--- config.mk ---
export PLATFORM = sky130hd
export DESIGN_NAME = lsu
export DESIGN_NICKNAME = d
export VERILOG_FILES = /design/src/rtl/lsu_pkg.sv /design/src/rtl/lsu_align.sv /design/src/rtl/lsu.sv
export SDC_FILE = /design/constraint.sdc
export NUM_CORES = 1
export LEC_CHECK = 0
export CAP_MARGIN = 20
export CORE_MARGIN = 1.5
export CORE_UTILIZATION = 48
export DETAILED_ROUTE_END_ITERATION = 8
export GPL_TIMING_DRIVEN = 0
export PLACE_DENSITY = 0.87
export SLEW_MARGIN = 25
export SYNTH_ARGS = -nofsm -noshare
export SYNTH_HDL_FRONTEND = slang
export SYNTH_SLANG_ARGS = --single-unit
--- constraint.sdc ---
create_clock -name clk -period 4.9 [get_ports clk]
set_input_delay 1.225 -clock clk [delete_from_list [all_inputs] [get_ports clk]]
set_output_delay 1.225 -clock clk [all_outputs]
set_load 0.03 [all_outputs]
--- src/rtl/lsu_pkg.sv ---
// Shared types and constants for the load/store unit.
package lsu_pkg;

    typedef enum logic [1:0] {
        IDLE        = 2'b00,
        WAIT_GNT    = 2'b01,
        WAIT_RVALID = 2'b10
    } lsu_state_t;

    typedef enum logic [1:0] {
        SZ_B = 2'b00,
        SZ_H = 2'b01,
        SZ_W = 2'b10
    } mem_size_t;

    localparam logic [3:0] BE_BYTE    = 4'b0001;
    localparam logic [3:0] BE_HALF_LO = 4'b0011;
    localparam logic [3:0] BE_HALF_HI = 4'b1100;
    localparam logic [3:0] BE_WORD    = 4'b1111;

endpackage

--- src/rtl/lsu_align.sv ---
// Combinational lane steering: store replication and byte enables, load extraction and
// extension, misalignment detection.
module lsu_align
    import lsu_pkg::*;
(
    input  logic [1:0]  size_i,
    input  logic        unsigned_i,
    input  logic [1:0]  addr_lo_i,
    input  logic        we_i,
    input  logic [31:0] wd_i,
    input  logic [31:0] rdata_i,
    output logic [3:0]  be_o,
    output logic [31:0] wdata_o,
    output logic [31:0] rdata_o,
    output logic        misalign_o
);

    logic [7:0]  byte_sel;
    logic [15:0] half_sel;

    always_comb begin
        be_o       = BE_WORD;
        wdata_o    = wd_i;
        rdata_o    = rdata_i;
        misalign_o = 1'b0;
        byte_sel   = rdata_i[{addr_lo_i, 3'b000} +: 8];
        half_sel   = addr_lo_i[1] ? rdata_i[31:16] : rdata_i[15:0];

        // Size 2'b11 falls into the word branch.
        case (mem_size_t'(size_i))
            SZ_B: begin
                rdata_o = {{24{byte_sel[7] & ~unsigned_i}}, byte_sel};
                if (we_i) begin
                    be_o    = BE_BYTE << addr_lo_i;
                    wdata_o = {4{wd_i[7:0]}};
                end
            end
            SZ_H: begin
                misalign_o = addr_lo_i[0];
                rdata_o    = {{16{half_sel[15] & ~unsigned_i}}, half_sel};
                if (we_i) begin
                    be_o    = addr_lo_i[1] ? BE_HALF_HI : BE_HALF_LO;
                    wdata_o = {2{wd_i[15:0]}};
                end
            end
            default: begin
                misalign_o = |addr_lo_i;
            end
        endcase
    end

endmodule

--- src/rtl/lsu.sv ---
// Load/store unit: request/grant/rvalid bus master for the writeback-stage memory access,
// with pipeline stall and extended load result.
module lsu
    import lsu_pkg::*;
#(
    parameter int unsigned ADDR_W = 32
) (
    input  logic              clk,
    input  logic              reset,
    input  logic              MemReqW,
    input  logic              MemWrW,
    input  logic [1:0]        MemSizeW,
    input  logic              MemUnsignedW,
    input  logic [ADDR_W-1:0] AddrW,
    input  logic [31:0]       WD,
    output logic              StallLSU,
    output logic [31:0]       ReadData,
    output logic              LoadValid,
    output logic              MisalignW,
    output logic              mem_req,
    output logic              mem_we,
    output logic [ADDR_W-1:0] mem_addr,
    output logic [3:0]        mem_be,
    output logic [31:0]       mem_wdata,
    input  logic              mem_gnt,
    input  logic              mem_rvalid,
    input  logic [31:0]       mem_rdata
);

    lsu_state_t        state_q, state_d;
    logic              hold_we_q, hold_we_d;
    logic [1:0]        hold_size_q, hold_size_d;
    logic              hold_uns_q, hold_uns_d;
    logic [ADDR_W-1:0] hold_addr_q, hold_addr_d;
    logic [31:0]       hold_wd_q, hold_wd_d;
    logic [31:0]       read_data_q, read_data_d;

    logic              idle;
    logic              cur_we;
    logic [1:0]        cur_size;
    logic              cur_uns;
    logic [ADDR_W-1:0] cur_addr;
    logic [31:0]       cur_wd;
    logic [3:0]        lane_be;
    logic [31:0]       lane_wdata;
    logic [31:0]       rdata_ext;
    logic              misalign;

    // Live inputs drive the bus only in IDLE; afterwards the held copy is used.
    assign idle     = (state_q == IDLE);
    assign cur_we   = idle ? MemWrW       : hold_we_q;
    assign cur_size = idle ? MemSizeW     : hold_size_q;
    assign cur_uns  = idle ? MemUnsignedW : hold_uns_q;
    assign cur_addr = idle ? AddrW        : hold_addr_q;
    assign cur_wd   = idle ? WD           : hold_wd_q;

    lsu_align u_align (
        .size_i     (cur_size),
        .unsigned_i (cur_uns),
        .addr_lo_i  (cur_addr[1:0]),
        .we_i       (cur_we),
        .wd_i       (cur_wd),
        .rdata_i    (mem_rdata),
        .be_o       (lane_be),
        .wdata_o    (lane_wdata),
        .rdata_o    (rdata_ext),
        .misalign_o (misalign)
    );

    always_comb begin
        state_d     = state_q;
        hold_we_d   = hold_we_q;
        hold_size_d = hold_size_q;
        hold_uns_d  = hold_uns_q;
        hold_addr_d = hold_addr_q;
        hold_wd_d   = hold_wd_q;
        read_data_d = read_data_q;
        mem_req     = 1'b0;
        StallLSU    = 1'b0;
        LoadValid   = 1'b0;
        MisalignW   = 1'b0;

        unique case (state_q)
            IDLE: begin
                hold_we_d   = MemWrW;
                hold_size_d = MemSizeW;
                hold_uns_d  = MemUnsignedW;
                hold_addr_d = AddrW;
                hold_wd_d   = WD;
                if (MemReqW) begin
                    if (misalign) begin
                        MisalignW = 1'b1;
                    end else begin
                        mem_req = 1'b1;
                        if (!mem_gnt) begin
                            StallLSU = 1'b1;
                            state_d  = WAIT_GNT;
                        end else if (!MemWrW) begin
                            StallLSU = 1'b1;
                            state_d  = WAIT_RVALID;
                        end
                    end
                end
            end
            WAIT_GNT: begin
                mem_req = 1'b1;
                if (!mem_gnt) begin
                    StallLSU = 1'b1;
                end else if (hold_we_q) begin
                    state_d = IDLE;
                end else begin
                    StallLSU = 1'b1;
                    state_d  = WAIT_RVALID;
                end
            end
            WAIT_RVALID: begin
                if (mem_rvalid) begin
                    LoadValid   = 1'b1;
                    read_data_d = rdata_ext;
                    state_d     = IDLE;
                end else begin
                    StallLSU = 1'b1;
                end
            end
            default: begin
                state_d = IDLE;
            end
        endcase
    end

    assign mem_we    = mem_req & cur_we;
    assign mem_addr  = mem_req ? {cur_addr[ADDR_W-1:2], 2'b00} : '0;
    assign mem_be    = mem_req ? lane_be : 4'b0000;
    assign mem_wdata = mem_req ? lane_wdata : 32'h0;
    assign ReadData  = LoadValid ? rdata_ext : read_data_q;

    always_ff @(posedge clk) begin
        if (reset) begin
            state_q     <= IDLE;
            hold_we_q   <= 1'b0;
            hold_size_q <= 2'b00;
            hold_uns_q  <= 1'b0;
            hold_addr_q <= '0;
            hold_wd_q   <= 32'h0;
            read_data_q <= 32'h0;
        end else begin
            state_q     <= state_d;
            hold_we_q   <= hold_we_d;
            hold_size_q <= hold_size_d;
            hold_uns_q  <= hold_uns_d;
            hold_addr_q <= hold_addr_d;
            hold_wd_q   <= hold_wd_d;
            read_data_q <= read_data_d;
        end
    end

endmodule
; ---- Yosys cells after proc, flatten, opt, wreduce, memory -nomap -nowiden
; Cells that the tools add are included.
[word_totals]
elab_cells = 69
input_bits = 105
output_inout_bits = 105
regBits = 102
[op_classes]
n_shift = 2
reduce_logical = 5
bitwise_logic = 4
eq_ne = 8
n_mux = 43
[op_table]
columns = operator, count
row1 = 2-to-1 mux 32 bit, 7
row2 = case mux 32 bit (2 select lines), 2
row3 = variable part select 32 x 6 -> 8 bit, 1
row4 = 2-to-1 mux 1 bit, 16
row5 = 2-to-1 mux 16 bit, 1
row6 = 2-to-1 mux 2 bit, 8
row7 = 2-to-1 mux 4 bit, 4
row8 = inequality test 2 bit (second input constant), 4
row9 = case mux 4 bit (2 select lines), 1
row10 = case mux 2 bit (3 select lines), 1
row11 = AND reduction 5 bit, 1
row12 = equality test 2 x 1 -> 1 bit (second input constant), 2
row13 = zero test 2 bit, 2
row14 = case mux 1 bit (2 select lines), 2
row15 = << shifter 1 x 2 -> 4 bit (first input constant), 1
row16 = bitwise AND 1 bit, 3
row17 = inequality test 3 bit (second input constant), 1
row18 = case mux 1 bit (3 select lines), 1
row19 = equality test 2 bit (second input constant), 1
row20 = AND reduction 2 bit, 1
row21 = OR reduction 2 bit, 1
row22 = inverter 1 bit, 1

; ---- Logic depth before layout (Yosys ltp)
; Gate-level depths: netlist (run 1).
[depth]
word_depth = 8
depth_mapped = 8
ltp_nobuf = 6

; ---- Cells and area by module
; A second synthesis (run 1) with hierarchy kept.
[unflattened]
cells_unflattened = 614
area_unflattened_um2 = 5559.1
[by_module_without_submodules]
columns = module, area_per_inst_um2, seq_area_each_um2, n_inst, cells_per_inst
row1 = lsu, 4315.4, 2042.0, 1, 420
row2 = lsu_align, 1243.7, 0.0, 1, 194

; ---- Worst setup path after synthesis (run 1)
; No wires, ideal clock.
[synth_timing]
path_type = in2out
startpoint = input MemSizeW[1]
endpoint = output mem_wdata[10]
required_ns = 3.675
arrival_time_ns = 3.040
path_buffers = 1
setup_slack_ns = 0.635
stages = 5
path_cell_list = or4b_1 -> o21ai_2 -> nand2_2 -> buf_2 -> a211oi_1
[synth_between]
elab_chain_cells = 7
elab_cells_between_ends = 9
classes_between = eq/ne: 1 / mux: 7 / reduce/logical: 1
[synth_rtl]
columns = element, line
row1 = "start, declared", lsu.sv:12  ; input logic [1:0] MemSizeW,
row2 = 2-to-1 mux 2 bit *, --
row3 = equality test 2 x 1 -> 1 bit or zero test 2 bit (tied branches), lsu_align.sv:30  ; case (mem_size_t'(size_i))
row4 = case mux 1 bit (2 select lines), lsu_align.sv:30
row5 = 2-to-1 mux 1 bit, lsu.sv:91  ; if (misalign) begin
row6 = 2-to-1 mux 1 bit, lsu.sv:90  ; if (MemReqW) begin
row7 = case mux 1 bit (2 select lines), lsu.sv:83  ; unique case (state_q)
row8 = 2-to-1 mux 32 bit *, lsu.sv:134  ; assign mem_wdata = mem_req ? lane_wdata : 32'h0;
row9 = "end, declared", lsu.sv:24  ; output logic [31:0] mem_wdata,
; Every way passes the cells marked *; elsewhere a longest branch is shown, timed or not.

; ---- Worst setup path in the final report (run 1)
[layout_timing]
startpoint = input MemWrW
endpoint = output mem_wdata[9]
[layout_between]
elab_chain_cells = 4
[layout_rtl]
columns = element, line
row1 = "start, declared", lsu.sv:11  ; input logic MemWrW,
row2 = 2-to-1 mux 1 bit, --
row3 = 2-to-1 mux 32 bit, lsu_align.sv:33  ; if (we_i) begin
row4 = case mux 32 bit (2 select lines), lsu_align.sv:30
row5 = 2-to-1 mux 32 bit, lsu.sv:134
; Every way passes these cells.

==> results of run 1 <==
-- cell usage after synthesis (all sizes together) (2+ instances only) --
cell type | n | area [sq um]
nor2 | 172 | 646
dfxtp | 102 | 2040
mux2i | 78 | 785
a21oi | 57 | 285
a211oi | 46 | 445
nand2 | 34 | 138
clkbuf | 31 | 116
buf | 22 | 151
o21ai | 14 | 77.6
a31oi | 10 | 68.8
mux2 | 10 | 113
or3 | 10 | 62.6
nand3 | 8 | 40.0
o221a | 7 | 87.6
a2bb2oi | 6 | 52.6
inv | 5 | 18.8
nand4 | 4 | 25.0
nor3 | 4 | 20.0
and2 | 3 | 18.8
o21a | 3 | 22.5
a21boi | 2 | 15.0
nand2b | 2 | 12.5
nor3b | 2 | 20.0
-- area by class of cell --
type                       instances  area share (%)
timing repair buffer             206            24.1
clock inverter                     6            1.17
inverter                           5           0.237
clock buffer                      10            3.01
multi-input combinational        494            39.9
sequential                       102            25.8
tap                              140            2.21
buffer                            52            3.57
-- stage by stage --
step / setup TNS (ns) / area [sq um]
3_3_place_gp: -25.79 / 7690
2_1_floorplan: 0 / 5460
4_1_cts: -0.0103 / 8000
6_report: 0 / 7930
3_5_place_dp: -30.91 / 7690
5_1_grt: 0 / 7930
-- final timing paths --
| kind | start | endpoint | slack (ns) |
|---|---|---|---|
| max | MemWrW | mem_wdata[9] | 0.07 |
| min | read_data_q[7] | read_data_q[7] | 0.47 |
| max reg2reg | state_q[0] | read_data_q[14] | 2.64 |
| min reg2reg | read_data_q[7] | read_data_q[7] | 0.47 |
-- metal layers --
metal | up-vias | track usage, % | wire length, microns | share of wire [%]
met4 | 0 | 12.6 | 549 | 2.8
li1 | 2747 | - | - | -
met1 | 2777 | 38.3 | 7770 | 40
met2 | 333 | 57.1 | 9510 | 49
met5 | - | 0 | 0 | 0
met3 | 48 | 5.10 | 1660 | 8.5
-- report_power, final --
part           internal, mW  leakage (nW)  switching, mW
combinational         0.324          2.53          0.536
sequential            0.881         0.841         0.0216
clock                 0.464         0.155          0.323
total                  1.67          3.52          0.880
-- cell families (layout without fill, tap and decap cells) --
logic type | Yosys count | after routing
simple gates | 248 | 248
compound gates | 156 | 156
flops | 102 | 102
mux | 88 | 88
buf+inv | 58 | 279
other cells | 1 | 2
-- timing repair --
action	4_1_cts	5_1_grt
resized for setup	169	51
pin swaps	0	1
cloned	0	0
endpoints found under the setup margin	99	63
-- sequential cells by signal, indices dropped and copies added, names as in the netlist --
register	count
hold_size_q	2
hold_uns_q	1
state_q	2
read_data_q	32
hold_addr_q	32
hold_wd_q	32
hold_we_q	1
-- worst min-delay path: cells and delay by family (launching register included) --
kind | cells | cell delay (ns)
simple gates | 1 | 0.06
compound gates | 1 | 0.06
flops | 1 | 0.30
==> flow_metrics.py, run 1 <==
metrics = {
    "run_status": {
        "status": "finished, final reports clean",
    },
    "setup_path": {
        "worst_path_largest_cell_delay_ns": 0.52,
        "cp-end-kind": "output pin",
        "path_cells": "clkdlybuf4s50_1, or4b_1, o21ai_2, nand2_2, buf_2, a211oi_1, clkdlybuf4s15_2",
        "critPathTopFamily": "buffers and inverters",
        "worstSetupPathType": "in -> out",
        "critical_path_arrival_ns": 3.61,
        "crit_fanout": 10,
        "crit_path_start_kind": "input pin",
        "crit_required_ns": 3.67,
        "crit_path_top_delay_cell": "clkdlybuf4s50_1",
        "path_depth": 7,
        "crit_buf_inv": 3,
        "rr_worst_depth": 7,
    },
    "detailed_routing": {
        "drt_iter0_markers": 439,
        "first_pass_iters": 5,
        "wl_per_cell_microns": 19.2,
        "via_count": 5905,
        "wl_microns": 19500,
        "viasPerCell": 5.82,
        "drcViolationCount": 0,
        "drtAntennaViolNets": 0,
    },
    "timing": {
        "min_period_ns": 4.83,
        "skew_ns": 0.00484,
        "period_share_pct": 98.6,
        "rsz0062_at_grt": "no",
        "whs_ns": 0.472,
        "tightest_slew_ns": 0.873,
        "setup_ws_ns": 0.0669,
        "slew_headroom_pct": 41.8,
        "finalMaxSlewViolations": 0,
        "clock.fmax_mhz": 207,
        "setup_viol": 0,
        "hold_viol": 0,
    },
    "floorplan": {
        "fp.dieW_microns": 110,
        "start_util_pct": 49.9,
        "rows": 38,
        "die_height_microns": 110,
        "num_io_pins": 210,
        "die_area_sq_um": 12000,
        "core_area_sq_um": 10900,
    },
    "synth": {
        "synthXorXnorAreaFrac_pct": 0,
        "yosysSeqAreaShare_pct": 37.4,
        "muxShareOfSynthArea_pct": 16.4,
        "synth_area_per_cell_sq_um": 8.35,
        "synthCells": 653,
        "synthArstFlopShare_pct": 0,
        "synth_top_family_by_area": "compound AO/OA/AOI/OAI gates",
        "ys_ff_latch": 102,
        "synth_compound_area_share_pct": 21.3,
        "synthAdderAreaFrac_pct": 0,
        "netlist_area_sq_um": 5450,
        "synth-simple-area-share_pct": 19.5,
        "synth_flop_cell": "dfxtp_1",
        "synth-edff-count": 0,
        "ys_warn_count": 0,
        "yosys.cell_types.count": 55,
    },
    "power_and_ir_drop": {
        "power.leakage_nw": 3.52,
        "ir_drop_uv": 205,
        "total_power_mw": 2.55,
        "power_density_nw_per_um2": 322,
    },
    "clock_tree": {
        "clkTransAtPathRegs_ns": 0.07,
        "cts_setup_buffers": 0,
        "cts_max_path_buffers": 2,
        "h-tree-depth": 3,
        "clock_sinks": 102,
        "cts_tree": "built",
        "cts_inserted_buffers": 9,
        "clock_latency_ns": 0.35,
        "hold_buffers": 0,
        "cts_root_buf": "clkbuf_16",
    },
    "layout": {
        "antennaDiodeCount": 0,
        "multi_input_area_sq_um": 3160,
        "final_common_cell": "nor2_1",
        "drive_gt1_share_pct": 15.5,
        "finalCoreUtilization_pct": 72.5,
        "finalNonFillerCells": 1015,
        "layout.nets": 975,
        "fillCellCount": 859,
        "seq_area_sq_um": 2040,
        "layout_common_cells": "172 x nor2_1, 104 x clkdlybuf4s50_1, 102 x dfxtp_1, 77 x mux2i_1, 58 x dlygate4sd2_1",
        "area_growth_pct": 45.3,
    },
    "global_route": {
        "grt_first_pass_wirelength_microns": 29200,
        "grt_pass1_vias": 5738,
        "gr-total-overflow": 0,
        "antenna_found_initial": 0,
        "grtUsageTotal_pct": 32.0,
        "grt_max_degree": 18,
    },
    "flow_run": {
        "cap_violations": 0,
    },
    "placement": {
        "place_ws_ns": -0.451,
        "place.port_buffers": 206,
        "place_inst": 1000,
        "place.gp.congestion": 0.981,
        "dpl.hpwl_microns": 14700,
    },
    "hold_path": {
        "whs_path_depth": 2,
        "hold_class": "reg -> reg",
    },
}
No activity file was read; power rests on OpenSTA's default activity.
==> inputs of run 2 (changes only) <==
--- a/config.mk
+++ b/config.mk
@@ -7,10 +7,10 @@
 export LEC_CHECK = 0
 export CAP_MARGIN = 20
 export CORE_MARGIN = 1.5
-export CORE_UTILIZATION = 48
+export CORE_UTILIZATION = 45
 export DETAILED_ROUTE_END_ITERATION = 8
 export GPL_TIMING_DRIVEN = 0
-export PLACE_DENSITY = 0.87
+export PLACE_DENSITY = 0.82
 export SLEW_MARGIN = 25
 export SYNTH_ARGS = -nofsm -noshare
 export SYNTH_HDL_FRONTEND = slang
==> constraint.sdc (replaced) <==
create_clock -name clk -period 5.05 [get_ports clk]
set_input_delay 1.2625 -clock clk [delete_from_list [all_inputs] [get_ports clk]]
set_output_delay 1.2625 -clock clk [all_outputs]
set_load 0.03 [all_outputs]
==> flow_metrics.py, run 2 (synthesis results as in run 1) <==
metrics = {
    "run_status": {
        "status": "finished, final reports clean",
    },
    "clock_tree": {
        "cts_max_path_buffers": 2,
        "h-tree-depth": 3,
        "cts_inserted_buffers": 9,
        "cts_root_buf": "clkbuf_16",
        "clock_sinks": 102,
        "clkTransAtPathRegs_ns": 0.07,
        "hold_buffers": 0,
        "clock_latency_ns": 0.35,
        "cts_tree": "built",
    },
    "global_route": {
        "grt_pass1_vias": 5955,
        "grt_first_pass_wirelength_microns": 30300,
        "antenna_found_initial": 0,
        "grt_max_degree": 19,
        "grtUsageTotal_pct": 29.8,
        "gr-total-overflow": 0,
    },
    "setup_path": {
        "crit_required_ns": 3.79,
        "crit_path_top_delay_cell": "clkdlybuf4s50_1",
        "crit_path_start": "AddrW[1]",
        "critPathTopFamily": "buffers and inverters",
        "worstSetupPathType": "in -> out",
        "crit_buf_inv": 3,
        "worst_path_largest_cell_delay_ns": 0.56,
        "crit_path_start_kind": "input pin",
        "cp-end-kind": "output pin",
        "r2r_end": "read_data_q[14]",
        "crit_top_cell": "nand3_1",
        "path_cells": "clkdlybuf4s50_1, or3b_4, nand3_1, nand3_1, a31oi_2, buf_4, a21oi_1, dlygate4sd2_1",
        "rr_worst_depth": 7,
        "critical_path_arrival_ns": 3.72,
        "crit_fanout": 10,
        "worstReg2RegStart": "state_q[0]",
        "r2r_slack_ns": 2.61,
    },
    "timing": {
        "min_period_ns": 4.98,
        "hold_viol": 0,
        "setup_ws_ns": 0.0685,
        "period_share_pct": 98.6,
        "skew_ns": 0.00602,
        "finalMaxSlewViolations": 0,
        "rsz0062_at_grt": "no",
        "slew_headroom_pct": 42.1,
        "finalSetupTns_ns": 0,
        "clock.fmax_mhz": 201,
        "setup_viol": 0,
        "tightest_slew_ns": 0.869,
    },
    "layout": {
        "antennaDiodeCount": 0,
        "fillCellCount": 1037,
        "drive_gt1_share_pct": 14.0,
        "area_growth_pct": 46.1,
        "finalCoreUtilization_pct": 66.9,
        "layout.nets": 976,
        "final_common_cell": "nor2_1",
        "top_regs": "hold_addr_q x32, hold_wd_q x32, read_data_q x32",
        "layout_common_cells": "172 x nor2_1, 104 x clkdlybuf4s50_1, 102 x dfxtp_1, 77 x mux2i_1, 73 x dlygate4sd2_1",
    },
    "placement": {
        "dpl.hpwl_microns": 14600,
        "place.gp.congestion": 0.956,
        "place_ws_ns": -0.456,
        "place.port_buffers": 206,
    },
    "floorplan": {
        "fp.dieW_microns": 113,
        "die_area_sq_um": 12800,
        "rows": 40,
        "core_area_sq_um": 11900,
        "die_height_microns": 113,
        "start_util_pct": 45.8,
        "num_io_pins": 210,
    },
    "power_and_ir_drop": {
        "power_density_nw_per_um2": 311,
        "ir_drop_uv": 170,
        "total_power_mw": 2.47,
        "power.leakage_nw": 3.60,
    },
    "detailed_routing": {
        "wl_microns": 19200,
        "via_count": 5814,
        "wl_per_cell_microns": 18.8,
        "first_pass_iters": 5,
        "drtAntennaViolNets": 0,
        "drcViolationCount": 0,
        "viasPerCell": 5.68,
        "drt_iter0_markers": 534,
    },
    "hold_path": {
        "hold_class": "reg -> reg",
        "hp-start": "read_data_q[7]",
        "whs_path_depth": 2,
        "worstHoldEndpoint": "read_data_q[7]",
    },
    "flow_run": {
        "cap_violations": 0,
    },
}
==> run 2: layout make-up <==
| class | count | area (sq um) | area share, % |
|---|---|---|---|
| multi-input cells | 494 | 3190 | 40.0 |
| flip-flops and latches | 102 | 2040 | 25.6 |
| repair buffers | 206 | 1920 | 24.1 |
| plain buffers | 53 | 289 | 3.63 |
| clock buffers | 9 | 225 | 2.83 |
| well taps | 147 | 184 | 2.31 |
| clock inverters | 7 | 105 | 1.32 |
| inverters | 5 | 18.8 | 0.235 |
==> run 2: layer usage <==
metal  vias to the layer above  routed length, microns  track usage, %
met5                         -                       0               0
met4                         0                     312            8.33
met3                        28                    1930            8.25
met2                       304                    9090            49.3
met1                      2737                    7880            38.3
li1                       2745                       -               -
==> run 2: worst register-to-register path, stage by stage, from the launching register on <==
cell      delay [ns]
dfxtp_1         0.51
or2_4           0.22
buf_6           0.14
mux2i_1         0.46
nand3_1         0.21
a31oi_2         0.39
buf_4           0.26
a211oi_1        0.10
==> run 2: worst max path at each step <==
stage,endpoint,slack [ns],cells after the start
4_1_cts,ReadData[25],0.0005,8
5_1_grt,ReadData[8],0.000008,8
3_3_place_gp,mem_wdata[26],-0.38,9
3_5_place_dp,mem_wdata[26],-0.46,9
2_1_floorplan,mem_wdata[10],0.71,5
6_report,ReadData[14],0.07,8
==> run 2: per-stage QoR <==
step / std cells / instance area [sq um] / hold WS (ns)
after floorplan: 654 / 5460 / 0.444
after global placement: 1007 / 7700 / 0.453
after detailed placement: 1007 / 7700 / 0.465
after CTS: 1023 / 7980 / 0.484
after global routing: 1023 / 7970 / 0.503
final: 1023 / 7970 / 0.485
==> run 2: timing repair <==
item                       4_1_cts  5_1_grt
pin swaps                        1        0
resized for setup              142       46
setup endpoints to repair       99       52
hold endpoints to repair         0        0
buffers inserted                 0        0
==> run 2: where the power goes <==
part | internal (mW) | switching (mW)
Clock | 0.442 | 0.326
Sequential | 0.855 | 0.0206
Combinational | 0.318 | 0.514
==> inputs of run 3 (changes only) <==
--- a/config.mk
+++ b/config.mk
@@ -7,10 +7,10 @@
 export LEC_CHECK = 0
 export CAP_MARGIN = 20
 export CORE_MARGIN = 1.5
-export CORE_UTILIZATION = 45
+export CORE_UTILIZATION = 40
 export DETAILED_ROUTE_END_ITERATION = 8
 export GPL_TIMING_DRIVEN = 0
-export PLACE_DENSITY = 0.82
+export PLACE_DENSITY = 0.74
 export SLEW_MARGIN = 25
 export SYNTH_ARGS = -nofsm -noshare
 export SYNTH_HDL_FRONTEND = slang
==> flow_metrics.py, run 3 (synthesis results as in run 1) <==
metrics = {
    "run_status": {
        "status": "finished, final reports clean",
    },
    "layout": {
        "drive_gt1_share_pct": 15.1,
        "fillCellCount": 1207,
        "finalCoreUtilization_pct": 59.6,
        "finalInstanceArea_sq_um": 7920,
        "layout_common_cells": "172 x nor2_1, 106 x clkdlybuf4s50_1, 102 x dfxtp_1, 77 x mux2i_1, 64 x dlygate4sd2_1",
        "top_regs": "hold_addr_q x32, hold_wd_q x32, read_data_q x32",
        "final_common_cell": "nor2_1",
        "area_growth_pct": 45.3,
        "layout.nets": 978,
        "antennaDiodeCount": 0,
        "finalNonFillerCells": 1054,
    },
    "placement": {
        "place_inst": 1036,
        "place.port_buffers": 206,
        "place.gp.congestion": 0.876,
        "placed_cell_area_sq_um": 7740,
        "dpl.hpwl_microns": 13900,
    },
    "setup_path": {
        "crit_path_start_kind": "input pin",
        "critical_path_arrival_ns": 3.71,
        "cp-end-kind": "output pin",
        "crit_fanout": 10,
        "crit_path_top_delay_cell": "or4b_1",
        "worstSetupPathType": "in -> out",
        "worst_path_largest_cell_delay_ns": 0.60,
        "crit_required_ns": 3.79,
        "path_cells": "clkdlybuf4s50_1, or4b_1, o21ai_2, nand2_2, clkbuf_4, a211oi_1, clkdlybuf4s15_1",
    },
    "detailed_routing": {
        "wl_microns": 18800,
        "drcViolationCount": 0,
        "first_pass_iters": 5,
        "viasPerCell": 5.39,
        "via_count": 5677,
        "wl_per_cell_microns": 17.8,
        "drt_iter0_markers": 533,
        "drtAntennaViolNets": 0,
    },
    "power_and_ir_drop": {
        "ir_drop_uv": 175,
        "power_density_nw_per_um2": 312,
        "power.leakage_nw": 3.56,
    },
    "clock_tree": {
        "clock_sinks": 102,
        "cts_max_path_buffers": 2,
        "cts_tree": "built",
        "h-tree-depth": 3,
        "cts_root_buf": "clkbuf_16",
        "clkTransAtPathRegs_ns": 0.07,
        "clock_latency_ns": 0.36,
        "cts_inserted_buffers": 9,
    },
    "global_route": {
        "grt_max_degree": 17,
        "grtUsageTotal_pct": 26.1,
        "gr-total-overflow": 0,
        "antenna_found_initial": 0,
        "grt_pass1_vias": 5480,
        "grt_first_pass_wirelength_microns": 29200,
    },
    "timing": {
        "period_share_pct": 98.4,
        "skew_ns": 0.00508,
        "whs_ns": 0.470,
        "setup_viol": 0,
        "tightest_slew_ns": 0.817,
        "hold_viol": 0,
        "clock.fmax_mhz": 201,
        "min_period_ns": 4.97,
        "finalMaxSlewViolations": 0,
        "finalSetupTns_ns": 0,
        "slew_headroom_pct": 45.5,
    },
    "flow_run": {
        "cap_violations": 0,
    },
    "floorplan": {
        "rows": 42,
        "fp.dieW_microns": 120,
        "start_util_pct": 41.0,
        "die_height_microns": 120,
        "core_area_sq_um": 13300,
        "num_io_pins": 210,
        "die_area_sq_um": 14300,
    },
    "hold_path": {
        "hold_class": "reg -> reg",
    },
}
[run 3: changes by cell type in the layout (fill, tap and decap cells not counted), sizes merged]
cell / change
clkdlybuf4s18: -1
clkdlybuf4s15: -6
dlygate4sd2: -9
buf: +1
clkinv: -1
inv: -1
clkbuf: +19
clkdlybuf4s50: +2
dlymetal6s2s: -2
[run 3: metrics by stage]
step	worst slack (ns)	power (mW)
6_report	0.0801	2.47
5_1_grt	-0.0264	2.58
4_1_cts	0.00382	2.47
3_5_place_dp	-0.358	1.75
3_3_place_gp	-0.347	1.75
2_1_floorplan	0.710	1.41
[run 3: final cells by class]
type	instances	area, sq um	share of cell area (%)
Tap cell	176	220	2.78
Sequential cell	102	2040	25.8
Clock inverter	5	81.3	1.03
Timing Repair Buffer	208	1850	23.4
Clock buffer	11	243	3.06
Multi-Input combinational cell	494	3170	40.0
Buffer	53	298	3.76
Inverter	5	18.8	0.237
[run 3: worst paths after layout]
check | start | depth (start not counted) | slack (ns) | end
worst min register to register | read_data_q[7] | 2 | 0.47 | read_data_q[7]
worst max register to register | state_q[1] | 7 | 2.72 | read_data_q[13]
worst min-delay path | read_data_q[7] | 2 | 0.47 | read_data_q[7]
worst max-delay path | MemSizeW[1] | 7 | 0.08 | mem_wdata[9]
[run 3: worst max-delay path: cells and delay by family]
family	cells	cell delay, ns
AO/OA/AOI/OAI	2	0.48
AND/OR/NAND/NOR	2	0.75
buffers and inverters	3	1.20
[run 3: power by group]
| group | total (mW) | leakage (nW) | switching, mW | internal (mW) |
|---|---|---|---|---|
| clock network | 0.777 | 0.156 | 0.327 | 0.450 |
| logic | 0.823 | 2.56 | 0.507 | 0.316 |
| registers | 0.874 | 0.841 | 0.0195 | 0.855 |
| total | 2.47 | 3.56 | 0.854 | 1.62 |
[run 3: per-layer routing]
| metal | up-vias | wire length, microns | track usage (%) |
|---|---|---|---|
| met2 | 241 | 8450 | 40.2 |
| li1 | 2753 | - | - |
| met3 | 21 | 1750 | 8.03 |
| met4 | 0 | 265 | 8.85 |
| met5 | - | 0 | 0 |
| met1 | 2662 | 8330 | 34.6 |
[run 3: timing repair]
action | 4_1_cts | 5_1_grt
buffers inserted | 0 | 2
endpoints found under the setup margin | 99 | 50
hold buffers | 0 | 0
gates resized for setup | 127 | 73
hold endpoints to repair | 0 | 0
